## src/rtl/secuenciador_control.sv

```systemverilog
// Microprogrammed control sequencer for the accumulator data unit.
// Runs C <= A + ITER*B - C (copy left in T) and reports completion on a four-phase xs/fin handshake.
module secuenciador_control #(
    parameter int ITER = 2
) (
    input  logic       clk,
    input  logic       reset,
    input  logic       xs,
    output logic       Ra,
    output logic       Rb,
    output logic       Rc,
    output logic       Rac,
    output logic       Wa,
    output logic       Wb,
    output logic       Wc,
    output logic       Wac,
    output logic       Wt,
    output logic       S,
    output logic       R,
    output logic       fin,
    output logic [2:0] state_dbg
);

    typedef enum logic [2:0] {
        IDLE    = 3'd0,
        LOAD_A  = 3'd1,
        ADD_B   = 3'd2,
        SUB_C   = 3'd3,
        SAVE_T  = 3'd4,
        STORE_C = 3'd5,
        DONE    = 3'd6
    } state_t;

    // Last ADD_B count; only consulted when ITER > 0, so the ITER = 0 value is a don't-care.
    localparam logic [3:0] ITER_LAST = (ITER > 0) ? 4'(ITER - 1) : 4'd0;

    state_t     state, state_n;
    logic [3:0] cnt, cnt_n;

    always_ff @(posedge clk) begin
        if (!reset) begin
            state <= IDLE;
            cnt   <= 4'd0;
        end else begin
            state <= state_n;
            cnt   <= cnt_n;
        end
    end

    always_comb begin
        state_n = IDLE;
        cnt_n   = cnt;
        Ra      = 1'b0;
        Rb      = 1'b0;
        Rc      = 1'b0;
        Rac     = 1'b0;
        Wc      = 1'b0;
        Wac     = 1'b0;
        Wt      = 1'b0;
        S       = 1'b0;
        R       = 1'b0;
        fin     = 1'b0;
        case (state)
            IDLE: begin
                if (xs) begin
                    state_n = LOAD_A;
                    cnt_n   = 4'd0;
                end else begin
                    state_n = IDLE;
                end
            end
            LOAD_A: begin
                Ra      = 1'b1;
                Wac     = 1'b1;
                state_n = (ITER > 0) ? ADD_B : SUB_C;
            end
            ADD_B: begin
                Rb    = 1'b1;
                S     = 1'b1;
                Wac   = 1'b1;
                cnt_n = cnt + 4'd1;
                if (cnt == ITER_LAST) state_n = SUB_C;
                else                  state_n = ADD_B;
            end
            SUB_C: begin
                Rc      = 1'b1;
                R       = 1'b1;
                Wac     = 1'b1;
                state_n = SAVE_T;
            end
            SAVE_T: begin
                Rac     = 1'b1;
                Wt      = 1'b1;
                state_n = STORE_C;
            end
            STORE_C: begin
                Rac     = 1'b1;
                Wc      = 1'b1;
                state_n = DONE;
            end
            DONE: begin
                fin     = 1'b1;
                // No re-trigger: xs must fall to 0 and rise again to start a new run.
                state_n = xs ? DONE : IDLE;
            end
            default: state_n = IDLE;
        endcase
    end

    assign Wa        = 1'b0;
    assign Wb        = 1'b0;
    assign state_dbg = state;

endmodule

```

## config.mk

```make
export PLATFORM = sky130hd
export DESIGN_NAME = secuenciador_control
export DESIGN_NICKNAME = d
export VERILOG_FILES = /design/src/rtl/secuenciador_control.sv
export SDC_FILE = /design/constraint.sdc
export NUM_CORES = 1
export LEC_CHECK = 0
export CORE_MARGIN = 1.5
export CORE_UTILIZATION = 32
export DETAILED_ROUTE_END_ITERATION = 7
export MAX_ROUTING_LAYER = met4
export PLACE_DENSITY = 0.61
export SETUP_SLACK_MARGIN = 0.5
export SLEW_MARGIN = 40
export SYNTH_ARGS = -nofsm -noshare
export SYNTH_HDL_FRONTEND = slang
export SYNTH_SLANG_ARGS = --single-unit
```

## constraint.sdc

```tcl
create_clock -name clk -period 1.83 [get_ports clk]
set_input_delay 0.366 -clock clk [delete_from_list [all_inputs] [get_ports clk]]
set_output_delay 0.366 -clock clk [all_outputs]
set_load 0.03 [all_outputs]
```

==> results of run 1 <==
routing by layer:
metal	GRT usage (%)	vias up	share of wire, %
li1	-	261	-
met4	9.68	0	2.5
met1	22.0	242	43
met2	33.2	14	51
met3	4.89	4	3.5
met5	-	-	0
report_power, final:
group | internal (mW) | switching, mW | leakage [nW]
clock network | 0.0831 | 0.0552 | 0.0150
registers | 0.162 | 0.0159 | 0.0595
logic | 0.136 | 0.135 | 0.330
path summary, 6_finish.rpt:
path	startpoint	to	slack, ns	cells past startpoint
max reg2reg	state_dbg[0]$_SDFF_PN0_	cnt[3]$_SDFFE_PN0P_	0.27	5
max	state_dbg[1]$_SDFF_PN0_	Rc	0.24	4
min reg2reg	cnt[0]$_SDFFE_PN0P_	cnt[0]$_SDFFE_PN0P_	0.48	1
min	cnt[0]$_SDFFE_PN0P_	cnt[0]$_SDFFE_PN0P_	0.48	1
through the flow:
| step | hold slack [ns] | utilization, % | cells | worst slack, ns | power [mW] |
|---|---|---|---|---|---|
| 5_1_grt | 0.504 | 66.9 | 106 | 0.189 | 0.623 |
| 6_report | 0.482 | 66.9 | 106 | 0.239 | 0.587 |
| 2_1_floorplan | 0.443 | - | 56 | 0.200 | 0.321 |
| 3_3_place_gp | 0.461 | 50.3 | 83 | 0.112 | 0.362 |
| 4_1_cts | 0.472 | 64.0 | 103 | 0.234 | 0.565 |
| 3_5_place_dp | 0.466 | 50.3 | 83 | 0.0912 | 0.363 |
cells in the final DEF, fill, tap and decap left out, types with 2 or more instances in the layout:
master            n
nor3b_4           3
nand2b_1          2
a31oi_1           2
ha_1              2
buf_2             3
conb_1            2
nand3b_1          2
nor2b_4           2
dfxtp_4           3
nor3_1            2
clkdlybuf4s50_1   2
clkbuf_4          3
nor2_4            3
buf_6            16
o31ai_1           3
nand3_1           2
a21oi_1           2
inv_1             3
dfxtp_1           3
buf_4            16
registers in the layout, indices dropped and copies added (netlist names):
signal,cells
cnt,4
state_dbg,3
cell families (layout without fill, tap and decap cells):
logic type | after synthesis | after routing | synth area share (%)
simple gates | 22 | 22 | 30.4
fa+ha+maj | 2 | 2 | 5.38
compound gates | 12 | 12 | 19.6
flops | 7 | 7 | 30.1
other cells | 1 | 2 | 0.806
buf+inv | 11 | 46 | 13.7
final cells by class:
class	count	share of cell area [%]
Clock buffer	4	2.95
Inverter	4	1.96
Multi-Input combinational cell	38	37.3
Sequential cell	7	17.1
Tap cell	15	2.10
Timing Repair Buffer	38	38.6
repair_timing:
item                       in CTS  in global routing
buffers inserted               16                  3
gates resized for setup        54                 12
setup endpoints to repair      15                 15
pin swaps                       4                  4
==> results.toml, run 1 <==
[synth]
synth_area_um2 = 465
synth.top_cell.area_share_pct = 30.1
synth_most_common_cell = "dfxtp_1"
synth_seq_cells = 7
avgSynthCellArea_um2 = 8.46
synth_common_cells = "7 x dfxtp_1, 5 x nor2_1, 4 x buf_4, 4 x inv_1, 3 x o31ai_1"
yosys.area.top_type = "dfxtp_1"
ys_types = 27
seq_area_frac_synth_pct = 30.1
synth_async_sr_flop_share_pct = 0
synthFlopType = "dfxtp_1"
yosys_warnings = 0
syn-instance-count = 55
synth_area_leaders = "dfxtp_1 30%, buf_4 6.5%, ha_1 5.4%"
synth_edf_count = 0

[die]
rows = 13
die_y_um = 41.1
fp.coreArea_um2 = 1330
start_util_pct = 34.9
fp.dieArea_um2 = 1690
die_x_um = 41.1
ios = 18

[worst_setup_path]
crit_slowest_cell = "dfxtp_4"
cp_data_required_time_ns = 1.46
path_cells = "inv_4 -> buf_6 -> nor3b_4 -> buf_6"
crit_family = "flip-flops"
critical_path_buf_inv_count = 3
worstSetupEndpointType = "output pin"
critical_path_arrival_ns = 1.22
crit_type = "reg -> out"
critPathMostFrequentCell = "buf_6"
critical_path.max_stage_delay_ns = 0.38
worstPathMaxFanout = 5
start_kind = "flip-flop"

[detailed_routing]
drtIter0Drc = 5
antenna_left = 0
first_pass_iters = 4
postRouteWirelength_mm = 1.43
avgRoutedWirePerCell_um = 13.5
num_vias = 521
drc = 0
vias_per_cell = 4.92

[final_layout]
fillCellCount = 102
stdcell_area_um2 = 892
drive_above_1_share_pct = 60.4
nets = 97
diodes = 0
multi_input_area_um2 = 333
area.sequential_um2 = 153
area_growth_pct = 91.7

[clock_network]
clockBufferDepth = 2
clk_latency_ns = 0.25
cts-buffers-inserted = 3
cts_tree = "yes"
cts.sinks = 7
cts-hold-fix-buffers = 0
clkSlewWorstSetupHoldPaths_ns = 0.05
h-tree-depth = 1
root_buffer = "clkbuf_4"

[timing]
slew_viol_final = 0
finalClockSkew_ns = 0.00593
timing.final.hold_violations = 0
timing.setup.tns_ns = 0
fin_crit_ns = 1.59
rsz0062_at_grt = "yes"
finalSetupViolations = 0
fin_crit_sh_pct = 86.9
max_freq_mhz = 629

[place]
port_buffers = 15
routabilityCongestion = 0.726
place_area_um2 = 671
dpl.hpwl_um = 789

[status]
outcome = "completed"

[global_route]
grt_max_degree = 8
antenna_found_initial = 0
grt_pass1_vias = 478
grt_usage_pct = 19.9
grt_pass1_wl_mm = 2.05
overflow = 0

[power]
power_density_nw_per_um2 = 658
power_leakage_nw = 0.404
ir_worst_vdd_mv = 0.615

[job]
drv_cap = 0

[worst_hold_path]
min_path_type = "reg -> reg"
Note: power is estimated with default switching activity, not from simulation.
==> inputs of run 2 (changes only) <==
--- a/config.mk
+++ b/config.mk
@@ -11,6 +11,7 @@
 export MAX_ROUTING_LAYER = met4
 export PLACE_DENSITY = 0.61
 export SETUP_SLACK_MARGIN = 0.5
+export SKIP_CTS_REPAIR_TIMING = 1
 export SLEW_MARGIN = 40
 export SYNTH_ARGS = -nofsm -noshare
 export SYNTH_HDL_FRONTEND = slang
==> run 2 against run 1 <==
  * Power shrank 3.9%
  * Via count shrank 6.5%
  * Clock power grew 4%
  * Global-route usage shrank 4.7 points
  * Routed wire length shrank 10%
  * Die area is the same
  * Maximum frequency shrank 2.5%
  * Sequential power grew 2%
  * Register-to-register slack gained 0.10 ns
  * Worst setup slack lost 0.041 ns
  * Cell count shrank 5.7%
  * Largest power group unchanged
==> results.toml, run 2 (synthesis gave the netlist of run 1 again) <==
[status]
outcome = "completed"

[global_route]
grt_use_met1_pct = 17.6
grt_pass1_wl_mm = 1.56
overflow = 0
busiest_layer = "met2"
gr-usage-met3_pct = 4.89
grt_max_degree = 11
antenna_found_initial = 0
grt_usage_pct = 15.2
grtUsageMet2_pct = 22.3
grt_pass1_vias = 373

[die]
die_y_um = 41.1
start_util_pct = 34.9
die_x_um = 41.1
fp.coreArea_um2 = 1330
rows = 13
ios = 18
fp.dieArea_um2 = 1690

[clock_network]
cts-buffers-inserted = 3
root_buffer = "clkbuf_4"
h-tree-depth = 1
clockBufferDepth = 2
clkSlewWorstSetupHoldPaths_ns = 0.05
clk_latency_ns = 0.25
cts_tree = "yes"
cts.sinks = 7

[power]
power_leakage_nw = 0.386
ir_worst_vdd_mv = 0.585
finalPower_mw = 0.564
power_density_nw_per_um2 = 662

[worst_setup_path]
crit_type = "reg -> out"
worstSetupEndpointType = "output pin"
start_kind = "flip-flop"
worstPathMaxFanout = 7
r2r-start = "state_dbg[1]$_SDFF_PN0_"
rr_worst_depth = 4
critPathMostFrequentCell = "buf_6"
r2r_slack_ns = 0.37
timing.rr.end = "cnt[3]$_SDFFE_PN0P_"
crit_slowest_cell = "dfxtp_4"
cp_data_required_time_ns = 1.46
path_cells = "buf_6 -> nor3b_4 -> buf_6"
critical_path.max_stage_delay_ns = 0.40
critical_path_arrival_ns = 1.27

[final_layout]
diodes = 0
layout_commonest_cell = "buf_4"
area_growth_pct = 83.1
most-common-layout-cells = "15 x buf_4, 12 x buf_6, 4 x dfxtp_4"
top_register = "cnt"
largest_reg_flops = 4
nets = 91
post-route-util_pct = 63.9
stdcell_area_um2 = 852
drive_above_1_share_pct = 57.6

[worst_hold_path]
holdPathEnd = "cnt[0]$_SDFFE_PN0P_"
hp-start = "cnt[0]$_SDFFE_PN0P_"
min_path_type = "reg -> reg"
hold-path-cell-count = 1

[place]
routabilityCongestion = 0.726
dpl.hpwl_um = 789
port_buffers = 15
place_area_um2 = 671

[detailed_routing]
vias_per_cell = 4.87
first_pass_iters = 3
antenna_left = 0
avgRoutedWirePerCell_um = 12.8
postRouteWirelength_mm = 1.28
drc = 0
drtIter0Drc = 6
num_vias = 487

[timing]
timing.setup.tns_ns = 0
timing.final.hold_violations = 0
finalSetupViolations = 0
fin_hold_ws_ns = 0.468
fin_crit_sh_pct = 89.2
slew_viol_final = 0
max_freq_mhz = 613
finalClockSkew_ns = 0.00278
fin_crit_ns = 1.63
rsz0062_at_grt = "yes"

[job]
drv_cap = 0
-- run 2: worst max-delay path by stage --
| stage | from | slack [ns] | cells after the start | to |
|---|---|---|---|---|
| after floorplan | state_dbg[1]$_SDFF_PN0_ | 0.20 | 4 | Rc |
| after global placement | state_dbg[1]$_SDFF_PN0_ | 0.11 | 3 | Wc |
| after detailed placement | state_dbg[1]$_SDFF_PN0_ | 0.09 | 3 | Wc |
| after CTS | state_dbg[1]$_SDFF_PN0_ | -0.19 | 3 | Wc |
| after global routing | state_dbg[1]$_SDFF_PN0_ | 0.13 | 3 | S |
| final | state_dbg[1]$_SDFF_PN0_ | 0.20 | 3 | S |
-- run 2: where the power goes --
group	internal [mW]	switching (mW)
sequential	0.162	0.0202
clock	0.0834	0.0604
combinational	0.114	0.124
total	0.360	0.205
-- run 2: worst max-delay path, delay by kind of cell (launching register included) --
kind / cells / cell delay, ns
flops: 1 / 0.40
buf+inv: 2 / 0.31
simple gates: 1 / 0.31
-- run 2: through the flow --
stage | instances | setup slack (ns)
6_report | 100 | 0.198
5_1_grt | 100 | 0.132
4_1_cts | 87 | -0.187
3_5_place_dp | 83 | 0.0912
3_3_place_gp | 83 | 0.112
2_1_floorplan | 56 | 0.200
-- run 2: cell type report --
type	instances	area, um2
Clock buffer	4	26.3
Fill cell	114	482
Inverter	4	17.5
Multi-Input combinational cell	38	343
Sequential cell	7	156
Tap cell	15	18.8
Timing Repair Buffer	32	290
-- run 2: per-layer routing --
layer	part of all wire, %	up-vias
met5	0	-
met4	1.5	0
met3	3.2	2
met2	50	10
met1	45	226
li1	-	249
==> inputs of run 3 (changes only) <==
--- a/config.mk
+++ b/config.mk
@@ -5,7 +5,7 @@
 export SDC_FILE = /design/constraint.sdc
 export NUM_CORES = 1
 export LEC_CHECK = 0
-export CORE_MARGIN = 1.5
+export CORE_MARGIN = 2
 export CORE_UTILIZATION = 32
 export DETAILED_ROUTE_END_ITERATION = 7
 export MAX_ROUTING_LAYER = met4
==> run 3 against run 2 <==
  * Register-to-register slack lost 0.08 ns
  * Maximum frequency is 0.19% higher
  * Core utilization fell by 0.94 points
  * Clock-buffer cell count fell by 1
  * Cell count fell by 2.0%
  * Critical endpoint unchanged
  * Largest power group unchanged
==> results.toml, run 3 (synthesis gave the netlist of run 1 again) <==
[power]
power_density_nw_per_um2 = 675
power_leakage_nw = 0.388
ir_worst_vdd_mv = 0.382
finalPower_mw = 0.567

[detailed_routing]
avgRoutedWirePerCell_um = 13.2
drtIter0Drc = 11
drc = 0
antenna_left = 0
vias_per_cell = 5.03
first_pass_iters = 4
num_vias = 493
postRouteWirelength_mm = 1.30

[global_route]
grt_pass1_vias = 414
grt_max_degree = 11
overflow = 0
antenna_found_initial = 0
grt_usage_pct = 13.4
grt_pass1_wl_mm = 1.77

[timing]
setup_slack_ns = 0.201
fin_crit_sh_pct = 89.0
finalClockSkew_ns = 0.0117
max_freq_mhz = 614
timing.final.hold_violations = 0
slew_viol_final = 0
rsz0062_at_grt = "yes"
finalSetupViolations = 0
fin_crit_ns = 1.63

[worst_setup_path]
start_kind = "flip-flop"
critical_path_arrival_ns = 1.26
cp_data_required_time_ns = 1.46
worstSetupEndpointType = "output pin"
r2r-start = "state_dbg[2]$_SDFF_PN0_"
r2r_slack_ns = 0.29
crit_type = "reg -> out"
rr_worst_depth = 4
worstPathMaxFanout = 6
timing.rr.end = "state_dbg[0]$_SDFF_PN0_"

[job]
drv_cap = 0

[die]
die_x_um = 42.1
rows = 13
start_util_pct = 34.9
fp.dieArea_um2 = 1780
fp.coreArea_um2 = 1330
die_y_um = 42.1
ios = 18

[final_layout]
diodes = 0
most-common-layout-cells = "15 x buf_6, 10 x buf_4"
nets = 89
area_growth_pct = 80.4
largest_reg_flops = 4
fillCellCount = 114
layout_commonest_cell = "buf_6"
post-route-util_pct = 62.9
top_register = "cnt"
drive_above_1_share_pct = 55.4
stdcell_area_um2 = 840

[place]
routabilityCongestion = 0.761
place_area_um2 = 671
port_buffers = 15
pre_cts_ws_ns = 0.112
dpl.hpwl_um = 824

[clock_network]
clk_latency_ns = 0.26
clockBufferDepth = 2
cts-buffers-inserted = 3
cts.sinks = 7
root_buffer = "clkbuf_4"
cts_tree = "yes"
h-tree-depth = 1
clkSlewWorstSetupHoldPaths_ns = 0.06

[worst_hold_path]
holdPathEnd = "cnt[0]$_SDFFE_PN0P_"
min_path_type = "reg -> reg"
hold-path-cell-count = 1
hp-start = "cnt[0]$_SDFFE_PN0P_"

[status]
outcome = "completed"
-- run 3: worst max-delay path, stage by stage, from the launching register on --
cell and delay [ns]:
dfxtp_4 0.38, buf_6 0.13, nor3b_4 0.31, buf_6 0.18
-- run 3: worst max path at each step --
stage / endpoint / from / slack (ns) / cells past startpoint
2_1_floorplan: Rc / state_dbg[1]$_SDFF_PN0_ / 0.20 / 4
3_3_place_gp: fin / state_dbg[1]$_SDFF_PN0_ / 0.1 / 3
3_5_place_dp: fin / state_dbg[1]$_SDFF_PN0_ / 0.11 / 3
4_1_cts: fin / state_dbg[1]$_SDFF_PN0_ / -0.18 / 3
5_1_grt: S / state_dbg[2]$_SDFF_PN0_ / 0.16 / 3
6_report: S / state_dbg[2]$_SDFF_PN0_ / 0.20 / 3
-- run 3: cell type report --
type	count	area, um2	area share [%]
timing repair buffer	30	294	35.0
multi-input combinational	38	329	39.2
inverter	4	17.5	2.09
clock buffer	3	22.5	2.68
tap	15	18.8	2.24
sequential	7	153	18.2
clock inverter	1	5.00	0.596
-- run 3: stage by stage --
stage | hold slack, ns | cells | TNS, ns
3_5_place_dp | 0.472 | 83 | 0
5_1_grt | 0.517 | 98 | 0
6_report | 0.484 | 98 | 0
3_3_place_gp | 0.462 | 83 | 0
4_1_cts | 0.482 | 87 | -0.682
2_1_floorplan | 0.443 | 56 | 0
-- run 3: power by group --
group          internal, mW  total (mW)  switching (mW)
Clock                0.0803       0.145          0.0647
Sequential            0.162       0.182          0.0195
Combinational         0.116       0.240           0.124
-- run 3: per-layer routing --
layer | share of wire, % | GRT usage [%]
met5 | 0 | -
met4 | 1.5 | 3.75
met3 | 5.7 | 5.60
met2 | 48 | 18.1
met1 | 45 | 18.1
==> edit: new RTL, config.mk and constraints of run 3 <==
Make the reset (`reset`) asynchronous in one clocked block.
--- a/src/rtl/secuenciador_control.sv
+++ b/src/rtl/secuenciador_control.sv
@@ -37,7 +37,7 @@
     state_t     state, state_n;
     logic [3:0] cnt, cnt_n;
 
-    always_ff @(posedge clk) begin
+    always_ff @(posedge clk or negedge reset) begin
         if (!reset) begin
             state <= IDLE;
             cnt   <= 4'd0;
Behaviour: differs if reset is asserted again (counterexample within 4 cycles, from zero or initial values and one cycle with reset low); with reset held inactive, the same outputs for 10 cycles.
==> edit against run 3 <==
Sequential cell count unchanged; synthesized area decreased by 3.2%; worst setup slack improved by 0.041 ns; wire length is 3.6% higher; critical path depth unchanged; register-to-register slack better by 0.08 ns; cell area fell by 3.7%; clock skew is 0.0054 ns higher; critical path type unchanged.
Power is left out: it rests on default switching activity, and per cell area and clock period it moved more than threefold.
==> edit: results (changes against run 3) <==
- DP Worst Slack: 0.0602 ns (was 0.112 ns)
- Synth Area in Compound Gates: 13.9% (was 19.6%)
- Layout cells sized above 1: 63.2% (was 55.4%)
- Final #Nets: 82 (was 89)
- Worst-case clock skew: 0.0170 ns (was 0.0117 ns)
- Biggest register: cnt (unchanged)
- Seq/Total Area, Yosys: 38.9% (was 30.1%)
- RR Startpoint: state_dbg[2]$_DFF_PN0_ (was state_dbg[2]$_SDFF_PN0_)
- Max Buffers Root-to-Sink: 2 (unchanged)
- Root Driver: clkbuf_4 (unchanged)
- Initial antenna violation count: 0 (unchanged)
- DP HPWL: 734 um (was 824 um)
- Max FO, Critical Path: 7 (was 6)
- GRT Total Usage: 14.0% (was 13.4%)
- Post-synthesis mux area share: 5.00% (was 0%)
- GPL Wtd Cong: 0.686 (was 0.761)
- CTS clk-pin slew, worst paths: 0.07 ns
- Largest register FFs: 4 (unchanged)
- PortBufs: 15 (unchanged)
- Critical Path Max Stage Delay: 0.49 ns (was 0.38 ns)
- CP Data Arrival Time: 1.22 ns (was 1.26 ns)
- Synth async-reset ratio: 100% (was 0%)
- Routed vias/inst: 4.78 (was 5.03)
- Reg2Reg Setup Slack: 0.37 ns (was 0.29 ns)
- TritonCTS buffer count: 3 (unchanged)
- Htree depth: 1 (unchanged)
- Yosys warns: 0 (unchanged)
- Synth cell count leaders: nor2_1 (9), dfrtp_1 (7), inv_1 (5), buf_4 (4), o21ai_0 (4) (was dfxtp_1 (7), nor2_1 (5), buf_4 (4), inv_1 (4), o31ai_1 (3))
- Ant diodes: 0 (unchanged)
- First-pass GRT wire length: 1750 um (was 1770 um)
- Min-Delay Path Class: input port to asynchronous set/reset pin (was flip-flop to flip-flop)
- Adder-Cell Fraction of Synth Area: 5.56% (was 5.38%)
- Clock Latency Late Sink: 0.27 ns
- Critical-path top delay cell: dfrtp_2 (was dfxtp_4)
- Post-synth cell types: 19 (was 27)
- Fillcell total: 122 (was 114)
- R2r endpoint: state_dbg[0]$_DFF_PN0_ (was state_dbg[0]$_SDFF_PN0_)
- CP top delay family: flip-flops (unchanged)
- Crit path to: Rb (was S)
- Initial DRC Count: 9 (was 11)
- XOR/XNOR Fraction of Synth Area: 0% (unchanged)
- Wire length per cell: 14.8 um (was 13.2 um)
- Vias in the first global route: 377 (was 414)
- Fmax: 630 MHz (was 614 MHz)
- Worst-case reg-to-reg path depth: 3 (was 4)
- Largest net degree at the start of global routing: 8 (was 11)
- CP startpoint kind: flip-flop (unchanged)
- Synth area leaders: dfrtp_1 (39%), nor2_1 (7.5%), buf_4 (6.7%) (was dfxtp_1 (30%), buf_4 (6.5%), ha_1 (5.4%))
- Run status: completed (unchanged)
- First drt pass iteration count: 4 (unchanged)
## edit: changes by cell type in the layout (fill, tap and decap cells not counted), sizes merged, moves of 3 or more
cell,change
dfxtp,-7
dfrtp,+7
o21ai,+4
a22o,+3
nor3b,-3
nor2,+4
o31ai,-3
## edit: how the worst min path moves through the flow
stage                              end  slack (ns)
finish              cnt[2]$_DFFE_PN0P_        0.36
floorplan           cnt[0]$_DFFE_PN0P_        0.07
global route        cnt[2]$_DFFE_PN0P_        0.39
CTS                 cnt[2]$_DFFE_PN0P_        0.38
detailed placement  cnt[1]$_DFFE_PN0P_        0.54
global placement    cnt[3]$_DFFE_PN0P_        0.54
## edit: cell families (layout without fill, tap and decap cells)
kind of cell,after synthesis,in the layout
adder cells (fa/ha/maj),2,2
AO/OA/AOI/OAI,9,9
flip-flops,7,7
multiplexers,2,2
AND/OR/NAND/NOR,18,18
buffers and inverters,12,36
other,1,2
## edit: final cells by class
class / count / area [sq um] / area share (%)
Clock buffer: 4 / 26.3 / 3.25
Multi-Input combinational cell: 33 / 304 / 37.6
Tap cell: 15 / 18.8 / 2.32
Inverter: 5 / 23.8 / 2.94
Timing Repair Buffer: 27 / 256 / 31.7
Sequential cell: 7 / 179 / 22.1
## edit: through the flow
step	area, sq um	util [%]	setup TNS (ns)	cells
6_report	808	62.1	0	91
5_1_grt	808	62.1	0	91
4_1_cts	683	52.5	-1.36	83
3_5_place_dp	657	50.5	0	79
3_3_place_gp	657	50.5	0	79
2_1_floorplan	539	-	0	52
## edit: per-layer routing
layer	vias to the layer above	track usage, %	share of wire (%)
met3	2	7.83	5.2
li1	217	-	-
met1	204	18.7	41
met4	0	1.94	0.60
met2	12	18.8	53
met5	-	-	0
